`src/rtl/ins_execute.sv`:
```
// RV32I execute stage: operand forwarding, ALU, branch resolution and the EX/MEM register.
// Define MUL_EN to build the iterative shift-add multiplier (ALU code 1100) that stalls the front-end.
`timescale 1ns/1ps
module ins_execute #(
    parameter int XLEN     = 32,
    parameter int MUL_BITS = 32
) (
    input  logic            clk,
    input  logic            rst,
    input  logic            id_valid_in,
    input  logic [XLEN-1:0] id_pc_plus_4_in,
    input  logic [XLEN-1:0] id_read_data1_in,
    input  logic [XLEN-1:0] id_read_data2_in,
    input  logic [XLEN-1:0] id_immediate_in,
    input  logic [4:0]      id_rs1_addr_in,
    input  logic [4:0]      id_rs2_addr_in,
    input  logic [4:0]      id_rd_addr_in,
    input  logic            id_mem_read_in,
    input  logic            id_mem_write_in,
    input  logic            id_reg_write_in,
    input  logic            id_mem_to_reg_in,
    input  logic            id_alu_src_in,
    input  logic            id_branch_in,
    input  logic [2:0]      id_funct3_in,
    input  logic [3:0]      id_alu_ctrl_in,
    input  logic [4:0]      wb_write_addr_in,
    input  logic [XLEN-1:0] wb_write_data_in,
    input  logic            wb_reg_write_en_in,
    output logic            ex_stall_out,
    output logic            branch_taken_out,
    output logic [XLEN-1:0] branch_target_out,
    output logic            mem_valid_out,
    output logic [XLEN-1:0] mem_alu_result_out,
    output logic [XLEN-1:0] mem_store_data_out,
    output logic [4:0]      mem_rd_addr_out,
    output logic            mem_mem_read_out,
    output logic            mem_mem_write_out,
    output logic            mem_reg_write_out,
    output logic            mem_mem_to_reg_out,
    output logic [2:0]      mem_funct3_out
);

    localparam logic [3:0] ALU_ADD = 4'b0000, ALU_SUB = 4'b0001, ALU_AND = 4'b0010,
                           ALU_OR  = 4'b0011, ALU_XOR = 4'b0100, ALU_SLL = 4'b0101,
                           ALU_SRL = 4'b0110, ALU_SRA = 4'b0111, ALU_SLT = 4'b1000,
                           ALU_SLTU = 4'b1001, ALU_LUI = 4'b1010, ALU_MUL = 4'b1100;

    if (XLEN != 32 || MUL_BITS != XLEN) begin : g_cfg_check
        $error("ins_execute supports only XLEN = MUL_BITS = 32");
    end

    function automatic logic [XLEN-1:0] fwd_sel(
        input logic [4:0] rs, input logic [XLEN-1:0] rf_val,
        input logic mem_ok, input logic [4:0] mem_rd, input logic [XLEN-1:0] mem_val,
        input logic wb_ok, input logic [4:0] wb_rd, input logic [XLEN-1:0] wb_val);
        if (rs != 5'd0 && mem_ok && mem_rd == rs)
            fwd_sel = mem_val;
        else if (rs != 5'd0 && wb_ok && wb_rd == rs)
            fwd_sel = wb_val;
        else
            fwd_sel = rf_val;
    endfunction

    function automatic logic [XLEN-1:0] alu_op(
        input logic [3:0] op, input logic [XLEN-1:0] a, input logic [XLEN-1:0] b);
        logic [4:0] sh;
        sh = b[4:0];
        case (op)
            ALU_ADD:  alu_op = a + b;
            ALU_SUB:  alu_op = a - b;
            ALU_AND:  alu_op = a & b;
            ALU_OR:   alu_op = a | b;
            ALU_XOR:  alu_op = a ^ b;
            ALU_SLL:  alu_op = a << sh;
            ALU_SRL:  alu_op = a >> sh;
            ALU_SRA:  alu_op = $signed(a) >>> sh;
            ALU_SLT:  alu_op = {{(XLEN-1){1'b0}}, ($signed(a) < $signed(b))};
            ALU_SLTU: alu_op = {{(XLEN-1){1'b0}}, (a < b)};
            ALU_LUI:  alu_op = b;
            default:  alu_op = '0;
        endcase
    endfunction

    function automatic logic br_cond(
        input logic [2:0] f3, input logic [XLEN-1:0] a, input logic [XLEN-1:0] b);
        case (f3)
            3'b000:  br_cond = (a == b);
            3'b001:  br_cond = (a != b);
            3'b100:  br_cond = ($signed(a) < $signed(b));
            3'b101:  br_cond = ($signed(a) >= $signed(b));
            3'b110:  br_cond = (a < b);
            3'b111:  br_cond = (a >= b);
            default: br_cond = 1'b0;
        endcase
    endfunction

    logic            mem_fwd_ok;
    logic [XLEN-1:0] rs1_val_p0, rs2_val_p0, op_b_p0, alu_res_p0, ex_res_p0;
    logic            cap_p0;

    // Loads are not forwarded from EX/MEM: their data does not exist until the memory stage.
    assign mem_fwd_ok = mem_valid_out && mem_reg_write_out && !mem_mem_read_out;
    assign rs1_val_p0 = fwd_sel(id_rs1_addr_in, id_read_data1_in, mem_fwd_ok, mem_rd_addr_out,
                                mem_alu_result_out, wb_reg_write_en_in, wb_write_addr_in, wb_write_data_in);
    assign rs2_val_p0 = fwd_sel(id_rs2_addr_in, id_read_data2_in, mem_fwd_ok, mem_rd_addr_out,
                                mem_alu_result_out, wb_reg_write_en_in, wb_write_addr_in, wb_write_data_in);
    assign op_b_p0    = id_alu_src_in ? id_immediate_in : rs2_val_p0;
    assign alu_res_p0 = alu_op(id_alu_ctrl_in, rs1_val_p0, op_b_p0);

`ifdef MUL_EN
    typedef enum logic [1:0] {S_IDLE, S_BUSY, S_DONE} mul_state_t;
    localparam int CNT_W = $clog2(MUL_BITS + 1);

    mul_state_t      state, state_nxt;
    logic [CNT_W-1:0] cnt;
    logic [XLEN-1:0] mcand, mplier, acc;
    logic            is_mul, mul_start, stall_raw;

    assign is_mul = id_valid_in && (id_alu_ctrl_in == ALU_MUL);

    always_ff @(posedge clk or negedge rst) begin
        if (!rst) state <= S_IDLE;
        else      state <= state_nxt;
    end

    always_comb begin
        state_nxt = state;
        case (state)
            S_IDLE:  if (is_mul) state_nxt = S_BUSY;
            S_BUSY:  if (cnt == CNT_W'(MUL_BITS - 1)) state_nxt = S_DONE;
            S_DONE:  state_nxt = S_IDLE;
            default: state_nxt = S_IDLE;
        endcase
    end

    always_comb begin
        mul_start = (state == S_IDLE) && is_mul;
        stall_raw = mul_start || (state == S_BUSY);
    end

    always_ff @(posedge clk or negedge rst) begin
        if (!rst)                cnt <= '0;
        else if (mul_start)      cnt <= '0;
        else if (state == S_BUSY) cnt <= cnt + 1'b1;
    end

    // One multiplier bit per cycle; only the low XLEN bits of the product are kept.
    always_ff @(posedge clk) begin
        if (mul_start) begin
            mcand  <= rs1_val_p0;
            mplier <= op_b_p0;
            acc    <= '0;
        end else if (state == S_BUSY) begin
            if (mplier[0]) acc <= acc + mcand;
            mcand  <= mcand << 1;
            mplier <= mplier >> 1;
        end
    end

    assign ex_stall_out = rst && stall_raw;
    assign ex_res_p0    = (state == S_DONE) ? acc : alu_res_p0;
`else
    assign ex_stall_out = 1'b0;
    assign ex_res_p0    = alu_res_p0;
`endif

    assign branch_taken_out  = rst && id_valid_in && id_branch_in && !ex_stall_out
                               && br_cond(id_funct3_in, rs1_val_p0, rs2_val_p0);
    assign branch_target_out = id_pc_plus_4_in - XLEN'(4) + id_immediate_in;

    // ---- EX / MEM boundary
    assign cap_p0 = id_valid_in && !ex_stall_out;

    always_ff @(posedge clk or negedge rst) begin
        if (!rst) begin
            mem_valid_out      <= 1'b0;
            mem_alu_result_out <= '0;
            mem_store_data_out <= '0;
            mem_rd_addr_out    <= '0;
            mem_mem_read_out   <= 1'b0;
            mem_mem_write_out  <= 1'b0;
            mem_reg_write_out  <= 1'b0;
            mem_mem_to_reg_out <= 1'b0;
            mem_funct3_out     <= '0;
        end else begin
            mem_valid_out      <= cap_p0;
            mem_mem_read_out   <= cap_p0 && id_mem_read_in;
            mem_mem_write_out  <= cap_p0 && id_mem_write_in;
            mem_reg_write_out  <= cap_p0 && id_reg_write_in;
            mem_mem_to_reg_out <= cap_p0 && id_mem_to_reg_in;
            mem_alu_result_out <= ex_res_p0;
            mem_store_data_out <= rs2_val_p0;
            mem_rd_addr_out    <= id_rd_addr_in;
            mem_funct3_out     <= id_funct3_in;
        end
    end

endmodule
```
`config.mk`:
```
export PLATFORM = sky130hd
export DESIGN_NAME = ins_execute
export DESIGN_NICKNAME = d
export VERILOG_FILES = /design/src/rtl/ins_execute.sv
export SDC_FILE = /design/constraint.sdc
export NUM_CORES = 1
export LEC_CHECK = 0
export BUFFER_PORTS_ARGS = -buffer_cell sky130_fd_sc_hd__buf_4
export CORE_ASPECT_RATIO = 1.4
export CORE_MARGIN = 5
export CORE_UTILIZATION = 30
export CTS_CLUSTER_DIAMETER = 200
export CTS_CLUSTER_SIZE = 25
export DETAILED_ROUTE_END_ITERATION = 12
export SLEW_MARGIN = 20
export SYNTH_ARGS = -nofsm -noshare
export SYNTH_HDL_FRONTEND = slang
export SYNTH_SLANG_ARGS = --single-unit
export TNS_END_PERCENT = 1
```
`constraint.sdc`:
```
create_clock -name clk -period 5.1 [get_ports clk]
set_input_delay 0.51 -clock clk [delete_from_list [all_inputs] [get_ports clk]]
set_output_delay 0.51 -clock clk [all_outputs]
set_load 0.01 [all_outputs]
```
==> results, run 1 <==
- The number of enable-type register cells in the synthesized netlist is 0.
- In the finished design, the share of the clock period the worst path needs comes to 0.994.
- The clock-pin slew reported for the worst setup and hold paths after clock tree synthesis is 0.08 ns.
- Across the VDD grid, the largest voltage drop is around 140 µV.
- Summed over all layers, the global routing overflow is 0.
- The sequential cell area fraction in the yosys report is 0.117.
- The number of pins with negative max-slew slack in the final report came to 0.
- The placed instances occupy a cell area of around 0.022 mm².
- The total half-perimeter wirelength after legalization and detailed placement is about 77000 µm.
- The worst-path maximum fanout is 15.
- The congestion estimate from routability-driven global placement came to 1.04.
- The shortest period the worst path allows is roughly 5.1 ns.
- The flow ran to the end, and the final reports show no timing, DRC or antenna violations.
- Clock skew on the completed layout was measured at around 0.018 ns.
- The number of max-cap violations is 0.
- The type of the setup path with the least slack is in2out.
- In this run the core area contains slightly above 100 standard-cell rows.
- The area enclosed by the die boundary is 0.0595 mm².
- The overall die height is between 200 and 300 µm.
- After synthesis the netlist holds a flip-flop and latch count of between 70 and 80.
- The clock net sink count is between 70 and 80.
- The cell count after synthesis is between 2000 and 2500.
- Buffers inserted during clock tree synthesis total 9.
- TritonCTS built the clock tree.
- The first routing iteration left around 2400 violations.
- The remaining max-slew budget at the tightest pin is 0.267.
- Summed over all layers, the routed wires come to 95400 µm.
- The post-synthesis to final-layout area growth is 40.3%.
- The via count of the first global-routing pass is 21000.
- The cell at the root of the clock tree is sky130_fd_sc_hd__clkbuf_16.
- Adding up every negative setup slack in the final design gives 0 ns.
- The longest clock path from root to sink contains 2 buffers.
- The chip width is 208 µm.
- The cell taking the most area after synthesis is sky130_fd_sc_hd__ha_1.
- Data arrives at the worst endpoint at 4.56 ns.
- In the synthesized netlist the async set-or-reset flop fraction comes to 1.00.
- The total routing resource utilization after global routing is 0.297.
- At the pin with the least slew margin, the transition time is 1.10 ns.
- During I/O placement, the number of pins put on the boundary was a little over 300.
- The insertion delay of the later-clocked pin in the worst-skew pair is 0.38 ns.
- The portion of synthesized cell area occupied by the leading cell type is 0.143.
- The fraction of final layout cells with drive strength greater than 1 is 0.318.
- Setup violations remaining at the end of the flow were counted as 0.
- In this run the power density over the cells is approximately 200 mW/mm².
- After detailed routing, the number of vias per cell comes to about 6.0.
- The net count of the finished layout is around 3200.
- The highest attainable clock frequency is 0.197 GHz.
- The synthesized area is approximately 0.016 mm².
- The effective utilization at floorplan is 0.303.
- The netlist uses 98 different library cells.
- The average routed wire per standard cell is 26.9 µm.
- Before antenna repair, the detailed router went through 6 iterations.
- Setup repair after global routing could not meet its margin everywhere.
- By area the synthesized netlist is led by sky130_fd_sc_hd__ha_1 14%, sky130_fd_sc_hd__dfrtp_1 12%, sky130_fd_sc_hd__mux2i_1 6.3%, sky130_fd_sc_hd__inv_1 5.6%, sky130_fd_sc_hd__a21oi_1 4.9%.
- The number of port buffers is about 310.
- The final hold violation count is 0.
- The sort of element at the start of the critical path is a primary input.
- The min-delay analysis places its worst path in the category in2async.
- The wire length of the first global-routing pass is between 100000 and 150000 µm.
- The number of antenna violations at the first check in global routing is 1.
- The filler cell count in the final layout is between 5000 and 6000.
- Yosys printed 0 warnings.
- The routed layout has roughly 21000 vias.
- Counting every net in the synthesized netlist gives ~2600.
- At the worst endpoint, the required time is 4.59 ns.
- Entering global routing, the biggest net connects about 70 pins.
- The area of all placed cells without fillers is 0.0230 mm².
- The most instantiated flip-flop cell in the synthesis netlist is sky130_fd_sc_hd__dfrtp_1.
- The analysis attributes to cell leakage a power of ~0.011 µW.
- The remaining number of nets flagged by the antenna check after routing is 0.
- The region available for standard cell placement spans ~0.054 mm².
- The average size of a mapped cell is about 7.3 µm².
- The number of remaining DRC errors is 0.
- In this run the number of H-tree levels came out at 3.
- The endpoint class of the critical path is an output pin.
Yosys cell counts, drive strengths merged, types with 62 or more instances:
| cell type | n |
|---|---|
| nor3 | 62 |
| dfrtp | 77 |
| nor2 | 137 |
| ha | 188 |
| clkbuf | 92 |
| o21ai | 173 |
| mux2i | 104 |
| inv | 251 |
| xnor2 | 70 |
| a21oi | 165 |
| nand2 | 129 |
| nand3 | 80 |
routing by layer:
layer	routed length, µm	part of all wire	track usage
met1	35200	0.37	0.342
met3	7710	0.081	0.0489
met4	6610	0.069	0.170
met5	13	0.00014	0
met2	45800	0.48	0.520
kinds of logic (layout without fill, tap and decap cells):
group / Yosys count / in the layout / synth area share
other: 1 / 2 / 0.000228
buffers and inverters: 393 / 972 / 0.0955
AOI/OAI and AO/OA: 804 / 804 / 0.338
and+or+nand+nor: 554 / 554 / 0.165
muxes: 142 / 142 / 0.0945
xor gates and xnor gates: 82 / 82 / 0.0438
DFF: 77 / 77 / 0.117
adders and majority gates: 190 / 190 / 0.146
flip-flops by register name, indices dropped and copies added (netlist names):
| signal | cells |
|---|---|
| mem_funct3_out | 3 |
| mem_reg_write_out | 1 |
| mem_mem_read_out | 1 |
| mem_rd_addr_out | 5 |
| mem_mem_write_out | 1 |
| mem_mem_to_reg_out | 1 |
| mem_valid_out | 1 |
| mem_alu_result_out | 32 |
| mem_store_data_out | 32 |
through the flow:
stage                     utilization  hold WS (ns)  setup WS (ns)  instances  power [µW]
after floorplan                     -         0.214        -0.0390       2243        2320
after global placement          0.405         0.477         -0.297       3503        3760
after detailed placement        0.405         0.481         -0.366       3503        3770
after CTS                       0.414        0.0664        -0.0909       3527        4500
after global routing            0.425        0.0841         -0.134       3543        4820
final                           0.425        0.0655         0.0290       3544        4620
power by group:
| group | switching, µW | total [µW] | internal (µW) |
|---|---|---|---|
| Combinational | 1790 | 3150 | 1370 |
| Clock | 354 | 697 | 342 |
| Sequential | 93.9 | 771 | 677 |
| Total | 2230 | 4620 | 2390 |
cell usage in the layout (no fill, tap or decap), drive strengths merged, types with 19 or more instances in the layout:
master and instances:
buf 702, inv 255, ha 188, o21ai 173
a21oi 165, nor2 137, nand2 129, mux2i 104
nand3 80, dfrtp 77, xnor2 70, nor3 62
o211ai 55, a21o 52, a31oi 44, mux2 31
o21bai 30, a211o 29, a211oi 25, nand4 24
o221ai 24, and3 23, a22oi 23, a221oi 23
a221o 19
final timing paths:
path                                             startpoint                               end  slack, ns  cells after the start
setup / recovery                          id_rs1_addr_in[1]                  branch_taken_out       0.03                     19
hold / removal                                          rst  mem_store_data_out[27]$_DFF_PN0_       0.07                      1
setup reg to reg               mem_rd_addr_out[0]$_DFF_PN0_  mem_alu_result_out[31]$_DFF_PN0_       0.05                     19
hold reg to reg            mem_alu_result_out[29]$_DFF_PN0_  mem_store_data_out[29]$_DFF_PN0_       0.68                      2
max in group asynchronous                               rst      mem_rd_addr_out[2]$_DFF_PN0_       3.80                      2
min in group clk                           id_rd_addr_in[1]      mem_rd_addr_out[1]$_DFF_PN0_       0.24                      1
layout make-up:
| class | instances | area [µm²] | share of cell area |
|---|---|---|---|
| clock buffer | 9 | 225 | 0.00978 |
| timing repair buffer | 704 | 5500 | 0.239 |
| multi-input combinational | 1773 | 13500 | 0.584 |
| antenna | 1 | 2.50 | 0.000109 |
| sequential | 77 | 1930 | 0.0839 |
| clock inverter | 7 | 63.8 | 0.00277 |
| inverter | 252 | 948 | 0.0412 |
| tap | 721 | 902 | 0.0392 |
critical path: stages:
cell	delay [ns]
sky130_fd_sc_hd__buf_4	0.12
sky130_fd_sc_hd__or4_4	0.58
sky130_fd_sc_hd__o211ai_4	0.22
sky130_fd_sc_hd__buf_8	0.20
sky130_fd_sc_hd__o21ai_0	0.20
sky130_fd_sc_hd__a31oi_4	0.33
sky130_fd_sc_hd__ha_4	0.25
sky130_fd_sc_hd__a21o_1	0.17
sky130_fd_sc_hd__a21o_1	0.15
sky130_fd_sc_hd__a21o_1	0.16
sky130_fd_sc_hd__a21o_1	0.15
sky130_fd_sc_hd__a21o_1	0.15
sky130_fd_sc_hd__a21o_1	0.21
sky130_fd_sc_hd__o2111ai_2	0.22
sky130_fd_sc_hd__o2111ai_4	0.19
sky130_fd_sc_hd__mux2_4	0.35
sky130_fd_sc_hd__o221ai_2	0.16
sky130_fd_sc_hd__a31oi_1	0.08
sky130_fd_sc_hd__buf_4	0.16
timing repair:
| item | in CTS | in global routing |
|---|---|---|
| setup endpoints to repair | 7 | 18 |
| pin swaps | 8 | 34 |
| resized for setup | 35 | 99 |
| buffers inserted | 8 | 14 |
| hold buffers | 0 | 0 |
| gates cloned | 0 | 2 |
Power figures use the tool's default switching activity.
==> inputs of run 2 (changes only) <==
CORE_UTILIZATION = 40   (was 30)
==> run 2 against run 1 <==
Count of clock-buffer cells in the layout unchanged; clock power up 10%; first-iteration DRC count down 16%; die area down 24%; sequential power down 0.8%; critical path type is now reg2out.
==> results, run 2 (synthesized netlist as in run 1, its figures left out) <==
- The highest attainable clock frequency is 0.197 GHz (-0.14%).
- The leakage power total came to 0.0109 µW (-1.1%).
- The number of placement rows is 87 (-14%).
- The setup slack of the critical path after layout was 0.0218 ns (-0.00719 ns).
- The shortest period the worst path allows is 5.08 ns (+0.00719 ns).
- The number of port buffers was 306 (unchanged).
- The total half-perimeter wirelength after legalization and detailed placement came to 76500 µm (-0.15%).
- The area enclosed by the die boundary is 0.0452 mm² (-24%).
- The number of pins with negative max-slew slack in the final report is 0 (unchanged).
- The ratio of final minimum period to clock period is 0.996 (+0.00141).
- The maximum level of the CTS H-tree is 3 (unchanged).
- The net count of the finished layout is 3190 (-0.44%).
- The fraction of final layout cells with drive strength greater than 1 was 0.304 (-0.0134).
- The final clock skew is 0.0135 ns (-0.00496 ns).
- The number of iterations in the first detailed-routing pass was 7 (+1).
- Compared with the post-synthesis result, the final layout area differs by 36.5%.
- The power dissipated by switching net loads is 2180 µW (-2.6%).
- The number of buffers inserted for hold repair after clock tree synthesis was 0 (unchanged).
- The cell type with the highest occurrence count on the critical path is sky130_fd_sc_hd__buf_4.
- The worst path buffer plus inverter count is 5 (+2).
- The critical path is of the reg2out type.
- The number of placed I/O pins is 308 (unchanged).
- The wire length of the first global-routing pass is 135000 µm (-1.2%).
- The count of final setup violators is 0 (unchanged).
- The final RePlAce weighted congestion is 1.05 (+1.1%).
- Setup repair after global routing could not meet its margin everywhere.
- The number of buffers between clock root and the deepest sink is 2 (unchanged).
- The number of remaining DRC errors came to 0 (unchanged).
- The sum of routed wire length over all layers is 93500 µm (-1.9%).
- The final core utilization is 0.553 (+0.128).
- The effective utilization at floorplan came to 0.405 (+0.103).
- The vias after detailed routing was 20900 (-1.5%).
- The placement-stage worst setup slack came to -0.497 ns (-0.131 ns).
- The largest individual stage delay along the critical path comes from the cell sky130_fd_sc_hd__or3_4.
- The number of buffers inserted during clock tree synthesis was 9 (unchanged).
- The detailed router's first-iteration violation count is 2017 (-16%).
- The overall die height is 250 µm (-13%).
- The arrival time at the worst endpoint is 4.57 ns (about the same).
- The internal power summed over all cells is 2460 µW (+3.0%).
- The number of antenna violations at the first check in global routing is 5 (+4).
- In the final layout, the registers with the most flip-flops are mem_alu_result_out (32), mem_store_data_out (32), mem_rd_addr_out (5).
- The delay of the slowest cell on the worst path is 0.51 ns (-0.07 ns).
- The switching power share of the total is 0.470 (-0.0141).
- The remaining max-slew budget at the tightest pin came to 0.451 (+0.184).
- The endpoint class of the critical path is an output pin.
- The logic gate share of total power is 0.669 (-0.013).
- The clock net sink count came to 77 (unchanged).
- The flow ran to the end, and the final reports show no timing, DRC or antenna violations.
- The critical path goes through buf_4, xnor2_4, o211ai_4, or2_2, a21oi_2, buf_4, inv_1, buf_4, ha_1, o21ai_0, or3_4, or2_1, a21oi_1, o221ai_2, a31oi_2, buf_4.
- The area of all placed cells without fillers is 0.0224 mm² (-2.7%).
- The area of the core is 0.0405 mm² (-25%).
- The worst setup path is launched from a register.
- The clock tree from TritonCTS is built.
- The required time of the critical path is 4.59 ns (about the same).
- The worst-path maximum fanout is 6 (-9).
- The chip width is 181 µm (-13%).
- The class of the most critical hold timing path is in2async.
- The via count of the first global-routing pass is 20700 (-1.2%).
- The largest net degree at the start of global routing is 70 (+2.9%).
- The remaining number of nets flagged by the antenna check after routing came to 0 (unchanged).
- The number of max-cap violations is 0 (unchanged).
- The peak supply drop was 151 µV (+8.8%).
- The cell family contributing the most delay on the critical path is compound AO/OA/AOI/OAI gates.
- The total cell area at the placement stage is 0.0217 mm² (-1.2%).
- The tree is rooted in a sky130_fd_sc_hd__clkbuf_16.
- The top cell types in the final layout, fill and taps aside, are 679 x sky130_fd_sc_hd__buf_4, 245 x sky130_fd_sc_hd__inv_1, 185 x sky130_fd_sc_hd__ha_1, 155 x sky130_fd_sc_hd__a21oi_1, 142 x sky130_fd_sc_hd__o21ai_0.
- The final hold violation count came to 0 (unchanged).
- Leaving out fill and tap cells, the most frequent cell in the layout is sky130_fd_sc_hd__buf_4.
- The final worst hold slack is 0.0641 ns (-0.00132 ns).
- The worst-margin pin slew is 0.824 ns (-0.273 ns).
- The proportion of power drawn by the clock network is 0.166 (+0.015).
- The via-per-instance ratio is 6.26 (+4.4%).
- The leftover overflow at the end of global routing came to 0 (unchanged).
- The sequential share of power came to 0.165 (-0.002).
- The total routing resource utilization after global routing was 0.390 (+0.0937).
- The summed negative setup slack over all endpoints is 0 ns (unchanged).
- The total power density per cell area was 207 mW/mm² (+3.1%).
- The insertion delay of the later-clocked pin in the worst-skew pair was 0.37 ns (about the same).
- The average routed wire per standard cell was 28.0 µm (+4.0%).
- The clock-pin slew reported for the worst setup and hold paths after clock tree synthesis is 0.08 ns (about the same).
## run 2: changes by cell type in the layout (fill, tap and decap cells not counted), sizes merged
cell / change
buf: -13
clkinvlp: -2
bufinv: +2
clkbuf: -1
## run 2: routing by layer
metal,wire (µm),part of all wire,GRT usage,up-vias
met2,44200,0.47,0.664,1309
met1,34000,0.36,0.447,9915
met5,16,0.00017,0,-
li1,-,-,-,9386
met3,7740,0.083,0.0683,322
met4,7500,0.080,0.256,4
## run 2: stage by stage
stage | instances | total power (µW)
2_1_floorplan | 2243 | 2320
3_3_place_gp | 3316 | 3730
3_5_place_dp | 3316 | 3750
4_1_cts | 3336 | 4540
5_1_grt | 3342 | 4850
6_report | 3343 | 4630
## run 2: repair_timing
item,CTS,global route
hold endpoints to repair,0,0
setup buffers,4,5
setup endpoints to repair,11,16
pin swaps,3,11
gates resized for setup,21,56
gates cloned,0,1
## run 2: cell type report
type,count,area (µm²)
antenna,1,2.50
sequential,77,1930
clock inverter,7,105
clock buffer,9,225
fill,3971,18100
tap,534,668
timing repair buffer,690,5290
inverter,252,948
multi-input combinational,1773,13200
## run 2: path summary, 6_finish.rpt
kind	from	to	slack [ns]	cells past startpoint
max reg2reg	mem_rd_addr_out[0]$_DFF_PN0_	mem_alu_result_out[31]$_DFF_PN0_	0.12	23
max	mem_rd_addr_out[4]$_DFF_PN0_	branch_taken_out	0.02	16
min	rst	mem_funct3_out[2]$_DFF_PN0_	0.06	1
max in group asynchronous	rst	mem_rd_addr_out[0]$_DFF_PN0_	3.87	2
min reg2reg	mem_alu_result_out[10]$_DFF_PN0_	mem_store_data_out[10]$_DFF_PN0_	0.60	2
min in group clk	id_rd_addr_in[1]	mem_rd_addr_out[1]$_DFF_PN0_	0.25	1
## run 2: power groups by stage
stage | registers, µW | logic, µW | clock network (µW)
after floorplan | 762 | 1560 | 0
final | 765 | 3100 | 767
after global routing | 768 | 3290 | 793
after detailed placement | 771 | 2970 | 0
after global placement | 771 | 2960 | 0
after CTS | 760 | 3000 | 776
